===== src/rtl/fsm_seq_pkg.sv =====
// Shared encodings for fsm_sequencer: command/response codes, controller states,
// the controlled unit's Status constants and small decode helpers.
package fsm_seq_pkg;

    typedef enum logic [1:0] {
        OP_CYCLE = 2'd0,
        OP_PARK  = 2'd1,
        OP_RESET = 2'd2,
        OP_RSVD  = 2'd3
    } op_e;

    typedef enum logic [1:0] {
        RSP_OK       = 2'd0,
        RSP_TIMEOUT  = 2'd1,
        RSP_PROTOCOL = 2'd2,
        RSP_ILLEGAL  = 2'd3
    } rsp_e;

    // Every state that can end an op fits in three bits; RESP is never reported.
    typedef enum logic [3:0] {
        ST_IDLE     = 4'd0,
        ST_RST      = 4'd1,
        ST_WAIT_S1  = 4'd2,
        ST_ADV_S2   = 4'd3,
        ST_ADV_S3   = 4'd4,
        ST_EXIT     = 4'd5,
        ST_PARK     = 4'd6,
        ST_PARK_CHK = 4'd7,
        ST_RESP     = 4'd8
    } state_e;

    typedef enum logic [2:0] {
        OBS_S1    = 3'd0,
        OBS_S2    = 3'd1,
        OBS_S3    = 3'd2,
        OBS_QUIET = 3'd3,
        OBS_BAD   = 3'd4
    } obs_e;

    localparam logic [2:0] IDLE_ST = 3'b000;
    localparam logic [2:0] S2_ST   = 3'b010;
    localparam logic [2:0] S3_ST   = 3'b011;

    function automatic obs_e decode_unit(input logic o1, input logic o2, input logic [2:0] status);
        obs_e obs;
        if (o1 && !o2 && status == IDLE_ST)        obs = OBS_S1;
        else if (o1 && o2 && status == S2_ST)      obs = OBS_S2;
        else if (!o1 && !o2 && status == S3_ST)    obs = OBS_S3;
        else if (!o1 && !o2 && status == IDLE_ST)  obs = OBS_QUIET;
        else                                       obs = OBS_BAD;
        return obs;
    endfunction

    // {A, B} driven to the unit while the controller sits in a given state.
    function automatic logic [1:0] unit_ab(input state_e st);
        logic [1:0] ab;
        case (st)
            ST_ADV_S2, ST_ADV_S3: ab = 2'b11;
            ST_EXIT:              ab = 2'b01;
            ST_PARK:              ab = 2'b10;
            default:              ab = 2'b00;
        endcase
        return ab;
    endfunction

    function automatic logic [2:0] phase_of(input state_e st);
        logic [2:0] ph;
        case (st)
            ST_RST:      ph = 3'd1;
            ST_WAIT_S1:  ph = 3'd2;
            ST_ADV_S2:   ph = 3'd3;
            ST_ADV_S3:   ph = 3'd4;
            ST_EXIT:     ph = 3'd5;
            ST_PARK:     ph = 3'd6;
            ST_PARK_CHK: ph = 3'd7;
            default:     ph = 3'd0;
        endcase
        return ph;
    endfunction

endpackage


===== src/rtl/fsm_seq_timer.sv =====
// Phase timer for fsm_sequencer: counts cycles spent in the current state,
// cleared on state change; expired flags the last allowed cycle.
module fsm_seq_timer #(
    parameter int TIMER_W = 8,
    parameter int LIMIT   = 16
) (
    input  logic               Clock,
    input  logic               Reset,
    input  logic               clr,
    input  logic               en,
    output logic [TIMER_W-1:0] count,
    output logic               expired
);

    logic [TIMER_W-1:0] count_d, count_q;

    // Next count: clear wins over enable.
    always_comb begin
        if (clr) begin
            count_d = '0;
        end else if (en) begin
            count_d = count_q + TIMER_W'(1);
        end else begin
            count_d = count_q;
        end
    end

    // Count register.
    always_ff @(posedge Clock) begin
        if (Reset) begin
            count_q <= '0;
        end else begin
            count_q <= count_d;
        end
    end

    assign count   = count_q;
    assign expired = (count_q == TIMER_W'(LIMIT - 1));

endmodule


===== src/rtl/fsm_sequencer.sv =====
// Command-driven controller walking the five-state sequence unit through CYCLE/PARK/RESET.
// Optional response counters ok_count/err_count are built when FSMSEQ_STATS_EN is defined.
module fsm_sequencer
    import fsm_seq_pkg::*;
#(
    parameter int TIMEOUT_CYCLES = 16,
    parameter int RESET_CYCLES   = 1,
    parameter int TIMER_W        = 8
) (
    input  logic       Clock,
    input  logic       Reset,
    input  logic       cmd_valid,
    output logic       cmd_ready,
    input  logic [1:0] cmd_op,
    output logic       rsp_valid,
    input  logic       rsp_ready,
    output logic [1:0] rsp_code,
    output logic [2:0] rsp_phase,
    output logic       busy,
    output logic       unit_reset,
    output logic       unit_a,
    output logic       unit_b,
    input  logic       unit_output1,
    input  logic       unit_output2,
    input  logic [2:0] unit_status
`ifdef FSMSEQ_STATS_EN
    ,
    output logic [15:0] ok_count,
    output logic [15:0] err_count
`endif
);

    localparam logic [TIMER_W-1:0] RST_LAST = TIMER_W'(RESET_CYCLES - 1);

    state_e     state_d, state_q, next_s;
    op_e        op_d, op_q;
    rsp_e       code_d, code_q;
    logic [2:0] phase_d, phase_q;
    logic       rsp_valid_d, rsp_valid_q, cmd_ready_d, cmd_ready_q, busy_d, busy_q;
    logic [1:0] ab_d, ab_q;
    obs_e       obs_s, want_s, allow_s;
    logic       is_wait_s, tmr_expired_s;
    logic [TIMER_W-1:0] tmr_count_s;

    assign obs_s = decode_unit(unit_output1, unit_output2, unit_status);

    // Per wait state: the awaited observation, the one tolerated meanwhile, and the successor.
    always_comb begin
        is_wait_s = 1'b0;
        want_s    = OBS_BAD;
        allow_s   = OBS_BAD;
        next_s    = ST_RESP;
        case (state_q)
            ST_WAIT_S1: begin is_wait_s = 1'b1; want_s = OBS_S1;    allow_s = OBS_QUIET; next_s = ST_ADV_S2;   end
            ST_ADV_S2:  begin is_wait_s = 1'b1; want_s = OBS_S2;    allow_s = OBS_S1;    next_s = ST_ADV_S3;   end
            ST_ADV_S3:  begin
                is_wait_s = 1'b1; want_s = OBS_S3; allow_s = OBS_S2;
                next_s    = (op_q == OP_PARK) ? ST_PARK : ST_EXIT;
            end
            ST_EXIT:    begin is_wait_s = 1'b1; want_s = OBS_QUIET; allow_s = OBS_S3;    next_s = ST_RESP;     end
            ST_PARK:    begin is_wait_s = 1'b1; want_s = OBS_QUIET; allow_s = OBS_S3;    next_s = ST_PARK_CHK; end
            default:    begin is_wait_s = 1'b0; end
        endcase
    end

    // Next-state, response capture and registered-output decode.
    always_comb begin
        state_d = state_q;
        op_d    = op_q;
        code_d  = code_q;
        phase_d = phase_q;
        case (state_q)
            ST_IDLE: begin
                if (cmd_valid) begin
                    op_d = op_e'(cmd_op);
                    if (op_e'(cmd_op) == OP_RSVD) begin
                        state_d = ST_RESP; code_d = RSP_ILLEGAL; phase_d = phase_of(state_q);
                    end else begin
                        state_d = ST_RST;
                    end
                end else begin
                    state_d = ST_IDLE;
                end
            end
            ST_RST: begin
                if (tmr_count_s == RST_LAST) begin
                    if (op_q == OP_RESET) begin
                        state_d = ST_RESP; code_d = RSP_OK; phase_d = phase_of(state_q);
                    end else begin
                        state_d = ST_WAIT_S1;
                    end
                end else begin
                    state_d = ST_RST;
                end
            end
            ST_WAIT_S1, ST_ADV_S2, ST_ADV_S3, ST_EXIT, ST_PARK: begin
                // Protocol violations take priority over an expiring timer.
                if (obs_s == want_s) begin
                    state_d = next_s;
                    if (next_s == ST_RESP) begin
                        code_d = RSP_OK; phase_d = phase_of(state_q);
                    end else begin
                        code_d = code_q;
                    end
                end else if (obs_s != allow_s) begin
                    state_d = ST_RESP; code_d = RSP_PROTOCOL; phase_d = phase_of(state_q);
                end else if (tmr_expired_s) begin
                    state_d = ST_RESP; code_d = RSP_TIMEOUT; phase_d = phase_of(state_q);
                end else begin
                    state_d = state_q;
                end
            end
            ST_PARK_CHK: begin
                state_d = ST_RESP;
                phase_d = phase_of(state_q);
                if (obs_s == OBS_QUIET) begin
                    code_d = RSP_OK;
                end else begin
                    code_d = RSP_PROTOCOL;
                end
            end
            ST_RESP: begin
                if (rsp_ready) begin
                    state_d = ST_IDLE;
                end else begin
                    state_d = ST_RESP;
                end
            end
            default: state_d = ST_IDLE;
        endcase
        rsp_valid_d = (state_d == ST_RESP);
        cmd_ready_d = (state_d == ST_IDLE);
        busy_d      = (state_d != ST_IDLE);
        ab_d        = unit_ab(state_d);
    end

    fsm_seq_timer #(
        .TIMER_W (TIMER_W),
        .LIMIT   (TIMEOUT_CYCLES)
    ) u_timer (
        .Clock   (Clock),
        .Reset   (Reset),
        .clr     (state_d != state_q),
        .en      (is_wait_s || (state_q == ST_RST)),
        .count   (tmr_count_s),
        .expired (tmr_expired_s)
    );

    // Controller state and registered outputs.
    always_ff @(posedge Clock) begin
        if (Reset) begin
            state_q     <= ST_IDLE;
            op_q        <= OP_CYCLE;
            code_q      <= RSP_OK;
            phase_q     <= 3'd0;
            rsp_valid_q <= 1'b0;
            cmd_ready_q <= 1'b1;
            busy_q      <= 1'b0;
            ab_q        <= 2'b00;
        end else begin
            state_q     <= state_d;
            op_q        <= op_d;
            code_q      <= code_d;
            phase_q     <= phase_d;
            rsp_valid_q <= rsp_valid_d;
            cmd_ready_q <= cmd_ready_d;
            busy_q      <= busy_d;
            ab_q        <= ab_d;
        end
    end

    // The unit is reset alongside the controller, including mid-operation.
    assign unit_reset = Reset | (state_q == ST_RST);
    assign unit_a     = ab_q[1];
    assign unit_b     = ab_q[0];
    assign cmd_ready  = cmd_ready_q;
    assign rsp_valid  = rsp_valid_q;
    assign rsp_code   = code_q;
    assign rsp_phase  = phase_q;
    assign busy       = busy_q;

`ifdef FSMSEQ_STATS_EN
    logic [15:0] ok_count_d, ok_count_q, err_count_d, err_count_q;

    // Saturating outcome counters, stepped on the response handshake.
    always_comb begin
        ok_count_d  = ok_count_q;
        err_count_d = err_count_q;
        if (rsp_valid_q && rsp_ready) begin
            if (code_q == RSP_OK) begin
                ok_count_d = (ok_count_q != 16'hFFFF) ? ok_count_q + 16'd1 : ok_count_q;
            end else begin
                err_count_d = (err_count_q != 16'hFFFF) ? err_count_q + 16'd1 : err_count_q;
            end
        end else begin
            ok_count_d  = ok_count_q;
            err_count_d = err_count_q;
        end
    end

    // Counter registers.
    always_ff @(posedge Clock) begin
        if (Reset) begin
            ok_count_q  <= 16'd0;
            err_count_q <= 16'd0;
        end else begin
            ok_count_q  <= ok_count_d;
            err_count_q <= err_count_d;
        end
    end

    assign ok_count  = ok_count_q;
    assign err_count = err_count_q;
`endif

endmodule


===== config.mk =====
export PLATFORM = sky130hd
export DESIGN_NAME = fsm_sequencer
export DESIGN_NICKNAME = d
export VERILOG_FILES = /design/src/rtl/fsm_seq_pkg.sv /design/src/rtl/fsm_seq_timer.sv /design/src/rtl/fsm_sequencer.sv
export SDC_FILE = /design/constraint.sdc
export NUM_CORES = 1
export LEC_CHECK = 0
export CAP_MARGIN = 20
export CORE_MARGIN = 5
export CORE_UTILIZATION = 41
export DETAILED_ROUTE_END_ITERATION = 7
export SETUP_SLACK_MARGIN = 0.02
export SLEW_MARGIN = 15
export SYNTH_ARGS = -nofsm -noshare
export SYNTH_HDL_FRONTEND = slang
export SYNTH_SLANG_ARGS = --single-unit

===== constraint.sdc =====
create_clock -name Clock -period 3.4 [get_ports Clock]
set_input_delay 0.34 -clock Clock [delete_from_list [all_inputs] [get_ports Clock]]
set_output_delay 0.34 -clock Clock [all_outputs]
set_load 0.02 [all_outputs]

==> Yosys cells after proc, flatten, opt, wreduce, memory -nomap -nowiden <==
Index checks and enable logic that the tools add are counted.
{ "op_classes": {"add_sub_neg": 1, "multipliers": 0, "n_div": 0, "order_cmp": 0, "n_eq_ne": 30, "shift": 0, "n_mux": 39, "bitwise": 1, "n_reduce_logical": 22} }
{ "ops": {"columns": ["operator", "n"], "rows": [
  ["2-to-1 mux 3 bit", 12],
  ["case mux 3 bit (4 select lines)", 3],
  ["2-to-1 mux 4 bit", 8],
  ["equality test 4 x 3 -> 1 bit (second input constant)", 7],
  ["2-to-1 mux 2 bit", 10],
  ["case mux 4 bit (5 select lines)", 1],
  ["case mux 4 bit (4 select lines)", 1],
  ["case mux 3 bit (5 select lines)", 1],
  ["equality test 4 x 2 -> 1 bit (second input constant)", 3],
  ["equality test 4 bit (second input constant)", 3],
  ["equality test 3 x 2 -> 1 bit (second input constant)", 3],
  ["adder 8 x 1 -> 8 bit (second input constant)", 1],
  ["equality test 8 x 4 -> 1 bit (second input constant)", 1],
  ["logical NOT 4 bit", 2],
  ["logical NOT 8 bit", 1],
  ["inequality test 2 bit (second input constant)", 4],
  ["case mux 2 bit (4 select lines)", 1],
  ["nonzero test 4 bit", 2],
  ["logical AND 1 bit", 7],
  ["AND reduction 7 bit", 1],
  ["case mux 2 bit (3 select lines)", 1],
  ["OR reduction 2 bit", 3],
  ["OR reduction 5 bit", 1],
  ["equality test 2 bit (second input constant)", 2],
  ["other kinds (13)", 14]
]} }
{ "word_totals": {"ff_bits": 24, "latch_bits": 0, "mem_bits_rw": 0, "romBits": 0, "input_bits": 11, "elab_cells": 102, "mem_count": 0} }

==> Logic depth before layout (Yosys ltp) <==
Gate-level depths: netlist of the first run.
{ "depth": {"depth_word": 14, "depth_mapped": 10, "mapped_depth_nobuf": 9} }

==> Cells and area by module <==
From an unflattened synthesis of the first run, not the netlist that was laid out.
{ "hier_totals": {"cells_unflattened": 194, "hier_area_um2": 1600.3} }
{ "by_module_without_submodules": {"columns": ["module", "n_inst", "cells_per_inst", "area_per_inst_um2"], "rows": [
  ["fsm_sequencer", 1, 154, 1242.4],
  ["fsm_seq_timer", 1, 40, 357.8]
]} }

==> Least setup slack after synthesis of the first run <==
Ideal clock, no wire load.
{ "synth_timing": {"path_kind": "in2reg", "startpoint": "input unit_status[2]", "endpoint": "register ab_q[1]", "setup_ps": 70, "t_arrival_ps": 2534, "slack_ps": 797, "cell_stages": 8, "n_path_buf": 0, "path_cell_list": "or3_4 > or4_4 > a2111oi_2 > a211oi_2 > nor3_2 > a221oi_1 > or3b_1 > a21oi_1"} }
{ "synth_between": {"elab_chain_len": 13} }
{ "synth_rtl": {"columns": ["element", "line_no", "text"], "rows": [
  ["start: declaration", "fsm_sequencer.sv:25", "input logic [2:0] unit_status"],
  ["logical NOT 3 bit", "fsm_seq_pkg.sv:46, fsm_seq_pkg.sv:49", null],
  ["logical AND 1 bit", "fsm_seq_pkg.sv:49", "else if (!o1 && !o2 && status == IDLE_ST) obs = OBS_QUIET;"],
  ["2-to-1 mux 3 bit", "fsm_seq_pkg.sv:49", null],
  ["2-to-1 mux 3 bit", "fsm_seq_pkg.sv:48", "else if (!o1 && !o2 && status == S3_ST) obs = OBS_S3;"],
  ["2-to-1 mux 3 bit", "fsm_seq_pkg.sv:47", "else if (o1 && o2 && status == S2_ST) obs = OBS_S2;"],
  ["2-to-1 mux 3 bit *", "fsm_seq_pkg.sv:46", "if (o1 && !o2 && status == IDLE_ST) obs = OBS_S1;"],
  ["inequality test 3 bit", "fsm_sequencer.sv:105", "end else if (obs_s != allow_s) begin"],
  ["2-to-1 mux 4 bit", "fsm_sequencer.sv:105", null],
  ["2-to-1 mux 4 bit *", "fsm_sequencer.sv:98", "if (obs_s == want_s) begin"],
  ["case mux 4 bit (5 select lines) *", "fsm_sequencer.sv:72", "case (state_q)"],
  ["equality test 4 x 2 -> 1 bit / equality test 4 x 3 -> 1 bit (equally long branches)", "fsm_seq_pkg.sv:57", "case (st)"],
  ["OR reduction 2 bit", "fsm_seq_pkg.sv:57", null],
  ["case mux 2 bit (3 select lines) *", "fsm_seq_pkg.sv:57", null],
  ["end signal: assignment", "fsm_sequencer.sv:159", "ab_q <= 2'b00;"],
  ["end signal: assignment", "fsm_sequencer.sv:168", "ab_q <= ab_d;"],
  ["end: declaration", "fsm_sequencer.sv:40", "logic [1:0] ab_d, ab_q;"]
]} }
Mark *: on every way between the ends. The rest lies on a longest branch, timed or not.
A chain may end at the register's enable or synchronous reset.

==> Final worst setup path of the first run <==
{ "layout_timing": {"startpoint": "input unit_output1", "endpoint": "register ab_q[1]"} }
{ "layout_between": {"elab_chain_len": 14} }
{ "layout_rtl": {"columns": ["element", "line_no", "text"], "rows": [
  ["start: declaration", "fsm_sequencer.sv:23", "input logic unit_output1,"],
  ["logical NOT 1 bit", "fsm_seq_pkg.sv:48, fsm_seq_pkg.sv:49", null],
  ["logical AND 1 bit", "fsm_seq_pkg.sv:48, fsm_seq_pkg.sv:49", null],
  ["logical AND 1 bit", "fsm_seq_pkg.sv:49", null],
  ["2-to-1 mux 3 bit", "fsm_seq_pkg.sv:49", null],
  ["2-to-1 mux 3 bit", "fsm_seq_pkg.sv:48", null],
  ["2-to-1 mux 3 bit", "fsm_seq_pkg.sv:47", null],
  ["2-to-1 mux 3 bit *", "fsm_seq_pkg.sv:46", null],
  ["inequality test 3 bit", "fsm_sequencer.sv:105", null],
  ["2-to-1 mux 4 bit", "fsm_sequencer.sv:105", null],
  ["2-to-1 mux 4 bit *", "fsm_sequencer.sv:98", null],
  ["case mux 4 bit (5 select lines) *", "fsm_sequencer.sv:72", null],
  ["equality test 4 x 2 -> 1 bit / equality test 4 x 3 -> 1 bit (equally long branches)", "fsm_seq_pkg.sv:57", null],
  ["OR reduction 2 bit", "fsm_seq_pkg.sv:57", null],
  ["case mux 2 bit (3 select lines) *", "fsm_seq_pkg.sv:57", null]
]} }
Marks and branches as above.

==> impl_results.md, run 1 <==
* Final Hold Viols at 0
* Status: finished clean
* Final setup fails at 0
* RSZ-0062 raised after global routing: no
* Total congestion overflow at 0
* Max Clock Freq at 0.331 GHz
* Chip width at 74.6 um
* Total of cells resized after clock tree synthesis at 0
* Worst Hold End: rsp_phase[0]$_SDFFE_PP0P_
* Crit. End Element: register
* Final cell count without fillers at 283
* First-pass GRT wire length at 7.02 mm
* Actual slew at the worst max-slew pin at 793 ps
* Worst R2R Setup Slack at 630 ps
* NetSw at 0.375 mW
* Area share of and/or/nand/nor cells after synthesis at 32.9%
* Comb power frac at 41.8%
* Seq/Total Area, Yosys at 28.1%
* Fin crit share at 88.8%
* Total CTS buffers at 3
* DPL Wire Length at 3.02 mm
* Final core utilization at 49.8%
* Mapped Cells at 210
* Largest net degree at the start of global routing at 20
* WL per Instance at 14.3 um
* Clock sinks at 24
* Via Count at 1605
* Die Area at 5570 um^2
* Area grow syn2layout at 17.3%
* H-tree levels at 1
* Post-Synth XOR/XNOR Area at 5.12%
* Pre-antenna DRT Iters at 4
* Remaining antenna violation count after routing at 0
* Fin worst setup slack at 380 ps
* Clock share of power at 24.0%
* CTS tree: done
* Minimum clock period at 3020 ps
* Final Power at 1.03 mW
* Clock Latency Late Sink at 260 ps
* I/O Pins at 22
* Max-slew violations at 0
* Register bit count reported by yosys at 24
* Largest family of logic cells by synthesized area: simple AND/OR/NAND/NOR gates
* Initial Util at 42.5%
* Post-synthesis adder-cell area fraction at 1.46%
* Crit-path max FO at 6
* Mux contribution to synthesized area at 2.92%
* Ys async rst share at 0%
* Placed instance count at 279
* CTS Buffer Depth at 2
* CP Launch Type: primary input
* Critical path arrival at 3210 ps
* ANT cells at 0
* R2r worst-path depth at 8
* Post-synthesis compound-gate area fraction at 21.4%
* DRT iter0 DRCs at 158
* GRT Util Overall at 16.0%
* Worst slew margin at 47.1%
* Sw frac at 36.3%
* Synthesized area per cell at 8.15 um^2
* Setup_tns at 0 ps
* Clock root cell: clkbuf_8
* DR DRC count at 0
* Worst slack, placed at 99.5 ps
* Clock Pin Slew Worst Setup and Hold Paths at 80 ps
* Detailed Route WL at 4.06 mm
* Sequential Power Share at 34.2%
* Commonest non-fill, non-tap cell in the layout: nor2_1
* Post-synth EDFFs at 0
* Worst Skew at 2.14 ps
* Synth Flop Type: dfxtp_1
* Cts hold-fix bufs at 0
* Unique masters post-synth at 56
* NumNets Final at 247
* # rows at 23
* Maximum VDD drop at 0.386 mV
* Synthesized cell area at 1710 um^2
* Data required time of the worst path at 3590 ps
* Core area at 4030 um^2
* Mapped Nets at 223
* Reg-to-reg startpoint: state_q[0]$_SDFF_PP0_
* Vias per cell at 5.67
* GP Congestion at 0.846
* Vias in the first global route at 1456
* Min-Delay Path Class: reg -> reg
* Int Power at 0.657 mW
* Total of max-cap violations at 0
* Hold depth at 2
* DIE HEIGHT at 74.6 um
* Most frequent cells in the layout: nor2_1, dfxtp_1, clkdlybuf4s50_1
* Number of synthesis warnings at 0
* Lkg Pwr at 0.692 nW
* Antenna violations before repair at 0
* Postcts setup bufs at 0
* Share of layout cells above drive strength 1 at 13.7%
* Pwr Density at 514 nW/um^2
* Worst Setup Path Type: in -> reg
* IO buf count at 21
* Hold Crit Start: rsp_phase[0]$_SDFFE_PP0P_
* FF-to-FF End: ab_q[0]$_SDFF_PP0_
-- logic make-up (layout without fill, tap and decap cells) --
| kind of cell | count (synthesis) | in the layout |
|---|---|---|
| compound gates | 50 | 50 |
| fa+ha+maj | 2 | 2 |
| buf+inv | 16 | 39 |
| simple gates | 103 | 103 |
| xor+xnor | 10 | 10 |
| flops | 24 | 24 |
| mux | 5 | 5 |
-- area by class of cell --
cell class,instances,area (um^2)
fill,407,2020
inverter,4,15.0
clock buffer,3,41.3
clock inverter,1,30.0
multi-input combinational,170,1090
timing repair buffer,31,285
tap,50,62.6
sequential,24,480
-- sequential cells by signal (all words and copies together), names as in the netlist --
name / cells
rsp_phase: 3
rsp_valid: 1
op_q: 2
state_q: 4
u_timer.count: 8
rsp_code: 2
cmd_ready: 1
busy: 1
ab_q: 2
-- metrics by stage --
stage | hold slack, ps | cell area, um^2
final | 495 | 2010
after global routing | 518 | 2010
after CTS | 502 | 2010
after detailed placement | 481 | 1940
after global placement | 477 | 1940
after floorplan | 463 | 1710
-- per-layer routing --
layer	wire, um	up-vias	track usage, %
met4	15	0	2.37
met1	1940	724	22.9
met5	0	-	0
met3	262	2	2.80
met2	1840	50	25.9
li1	-	829	-
-- worst max-delay path, stage by stage --
cell and delay (ps):
clkdlybuf4s50_1 490, or3_4 420, or4_4 490, a2111oi_2 330, a211oi_2 120, nor3_2 240, a221oi_1 200, or3b_1 410
a21oi_1 170
-- cell usage after synthesis (4+ instances only) --
cell | count | area share (%)
inv_1 | 4 | 0.88
nand4_1 | 5 | 1.8
a21oi_1 | 10 | 2.9
xor2_1 | 5 | 2.6
xnor2_1 | 5 | 2.6
mux2i_1 | 5 | 2.9
nand2b_1 | 4 | 1.5
nor2_1 | 28 | 6.1
o21ai_0 | 10 | 2.9
nor4_1 | 9 | 3.3
nor3_1 | 6 | 1.8
nand2_1 | 16 | 3.5
clkbuf_8 | 6 | 4.8
nand3_1 | 7 | 2.0
dfxtp_1 | 24 | 28
-- worst max-delay path by stage --
stage / start / endpoint / slack [ps] / cells after the start
floorplan: unit_status[2] / ab_q[1]$_SDFF_PP0_ / 800 / 8
global placement: unit_output1 / ab_q[1]$_SDFF_PP0_ / 190 / 9
detailed placement: unit_output1 / ab_q[1]$_SDFF_PP0_ / 100 / 9
CTS: unit_output1 / ab_q[1]$_SDFF_PP0_ / 380 / 9
global route: unit_output1 / ab_q[1]$_SDFF_PP0_ / 230 / 9
finish: unit_output1 / ab_q[1]$_SDFF_PP0_ / 380 / 9
-- power groups by stage --
stage	registers, mW	logic [mW]	clock network, mW
after floorplan	0.370	0.289	0
after global placement	0.360	0.428	0
after detailed placement	0.361	0.429	0
after CTS	0.354	0.431	0.252
after global routing	0.359	0.477	0.268
final	0.353	0.432	0.248
Note: power is estimated with default switching activity, not from simulation.
==> run 2, diff against run 1 <==
CELL_PAD_IN_SITES_DETAIL_PLACEMENT = 0   (was default)
CELL_PAD_IN_SITES_GLOBAL_PLACEMENT = 1   (was default)
PLACE_DENSITY_LB_ADDON = 0.1   (was default)
==> run 2 against run 1 <==
Critical path depth stayed put. Largest power group unchanged. Cell count decreased by 0.35%. Die area did not move. Fmax is 0.96% lower. Combinational power is 0.9% lower. Largest cell class unchanged. Clock skew about the same. Via count rose by 1.1%. Sequential power barely moved. Worst hold slack gained 5.3 ps. Wire length up 5.4%. Flip-flop and latch count did not move. Register-to-register slack worse by 30 ps.
==> impl_results.md, run 2 (same netlist as run 1, synthesis figures left out) <==
* Status: finished clean
* Commonest non-fill, non-tap cell in the layout: nor2_1
* Crit. End Element: register
* DPL Wire Length at 3.26 mm (+7.8%)
* Clock Pin Slew Worst Setup and Hold Paths at 80 ps (about the same)
* DR DRC count at 0 (unchanged)
* Final cell count without fillers at 282 (-0.35%)
* Area grow syn2layout at 16.8%
* CTS Buffer Depth at 2 (unchanged)
* IO buf count at 21 (unchanged)
* NumNets Final at 246 (-0.40%)
* Pre-antenna DRT Iters at 4 (unchanged)
* Crit-path max FO at 6 (unchanged)
* Fin worst setup slack at 351 ps (-29.1 ps)
* DR WL met3 at 146 um (-44%)
* Initial Util at 42.5% (unchanged)
* DRT iter0 DRCs at 59 (-63%)
* Data required time of the worst path at 3600 ps (about the same)
* Final hold slack at 501 ps (+5.32 ps)
* Total of cells resized after clock tree synthesis at 0 (unchanged)
* Hold depth at 2 (unchanged)
* CTS tree: done
* H-tree levels at 1 (unchanged)
* Fin crit share at 89.7% (+0.86 points)
* Antenna violations before repair at 0 (unchanged)
* Final core utilization at 49.6% (-0.19 points)
* Chip width at 74.6 um (unchanged)
* Share of layout cells above drive strength 1 at 13.4% (-0.37 points)
* Lkg Pwr at 0.688 nW (-0.66%)
* Max-slew violations at 0 (unchanged)
* Placement Cell Area at 1930 um^2 (-0.39%)
* Placed instance count at 278 (-0.36%)
* ANT cells at 0 (unchanged)
* Vias in the first global route at 1653 (+14%)
* Largest net degree at the start of global routing at 20 (unchanged)
* Total of max-cap violations at 0 (unchanged)
* CP Launch Type: primary input
* Met2 wire length at 2.09 mm (+13%)
* Minimum clock period at 3050 ps (+29.1 ps)
* Critical path arrival at 3250 ps (+40 ps)
* Top layer used by detailed routing: met4
* WL met1 at 1.97 mm (+1.4%)
* Worst Setup Path Type: in -> reg
* # rows at 23 (unchanged)
* Pwr Density at 514 nW/um^2 (-0.12%)
* Max Clock Freq at 0.328 GHz (-0.96%)
* Worst slew margin at 49.4% (+2.3 points)
* Clock sinks at 24 (unchanged)
* Max FFs per register at 8 (unchanged)
* R2r worst-path depth at 8 (unchanged)
* DIE HEIGHT at 74.6 um (unchanged)
* First-pass GRT wire length at 7.45 mm (+6.1%)
* Worst slack, placed at 75.2 ps (-24.3 ps)
* Actual slew at the worst max-slew pin at 758 ps (-35.1 ps)
* Maximum VDD drop at 0.256 mV (-34%)
* Remaining antenna violation count after routing at 0 (unchanged)
* WL per Instance at 15.2 um (+5.7%)
* I/O Pins at 22 (unchanged)
* Clock root cell: clkbuf_8
* Min-Delay Path Class: reg -> reg
* Final Power at 1.03 mW (-0.49%)
* RSZ-0062 raised after global routing: no
* Worst Skew at 2.57 ps (+0.425 ps)
* Core area at 4030 um^2 (unchanged)
* Postcts setup bufs at 0 (unchanged)
* Total congestion overflow at 0 (unchanged)
* GP Congestion at 0.846 (about the same)
* Cts hold-fix bufs at 0 (unchanged)
* Most frequent cells in the layout: nor2_1, dfxtp_1, clkdlybuf4s50_1
* Detailed Route WL at 4.28 mm (+5.4%)
* Setup_tns at 0 ps (unchanged)
* Final Hold Viols at 0 (unchanged)
* Total CTS buffers at 3 (unchanged)
* Final setup fails at 0 (unchanged)
* Vias per cell at 5.75 (+1.4%)
* GRT Util Overall at 16.7% (+0.75 points)
* Die Area at 5570 um^2 (unchanged)
* Post-route cell area at 2000 um^2 (-0.37%)
* Via Count at 1622 (+1.1%)
* Clock Latency Late Sink at 260 ps (about the same)
==> run 2: changes by cell type in the layout (fill, tap and decap cells not counted), sizes merged <==
cell  delta
buf      -1
==> run 2: path summary, 6_finish.rpt <==
kind | start | endpoint | slack, ps
worst max-delay path | unit_output1 | ab_q[1]$_SDFF_PP0_ | 350
worst max register to register | state_q[1]$_SDFF_PP0_ | ab_q[1]$_SDFF_PP0_ | 600
worst min-delay path | rsp_phase[2]$_SDFFE_PP0P_ | rsp_phase[2]$_SDFFE_PP0P_ | 500
worst min register to register | rsp_phase[2]$_SDFFE_PP0P_ | rsp_phase[2]$_SDFFE_PP0P_ | 500
==> run 2: layer usage <==
metal | up-vias | track usage [%]
met1 | 742 | 20.8
met4 | 0 | 7.51
met5 | - | 0
met3 | 10 | 2.27
li1 | 826 | -
met2 | 44 | 28.8
==> run 2: critical path, stage by stage <==
cell and delay, ps:
clkdlybuf4s50_1 490, or3_4 430, or4_4 500, a2111oi_2 340
a211oi_2 120, nor3_2 250, a221oi_1 200, or3b_1 410
a21oi_1 160
==> run 2: power by group <==
group / total (mW) / switching (mW) / internal (mW)
logic: 0.428 / 0.249 / 0.180
registers: 0.353 / 0.0363 / 0.317
clock network: 0.246 / 0.0885 / 0.157
total: 1.03 / 0.374 / 0.653
==> run 2: layout make-up <==
type,count,area [um^2]
fillers,388,2030
multi-input cells,170,1090
flip-flops and latches,24,480
repair buffers,30,278
well taps,50,62.6
clock buffers,3,41.3
clock inverters,1,30.0
inverters,4,15.0
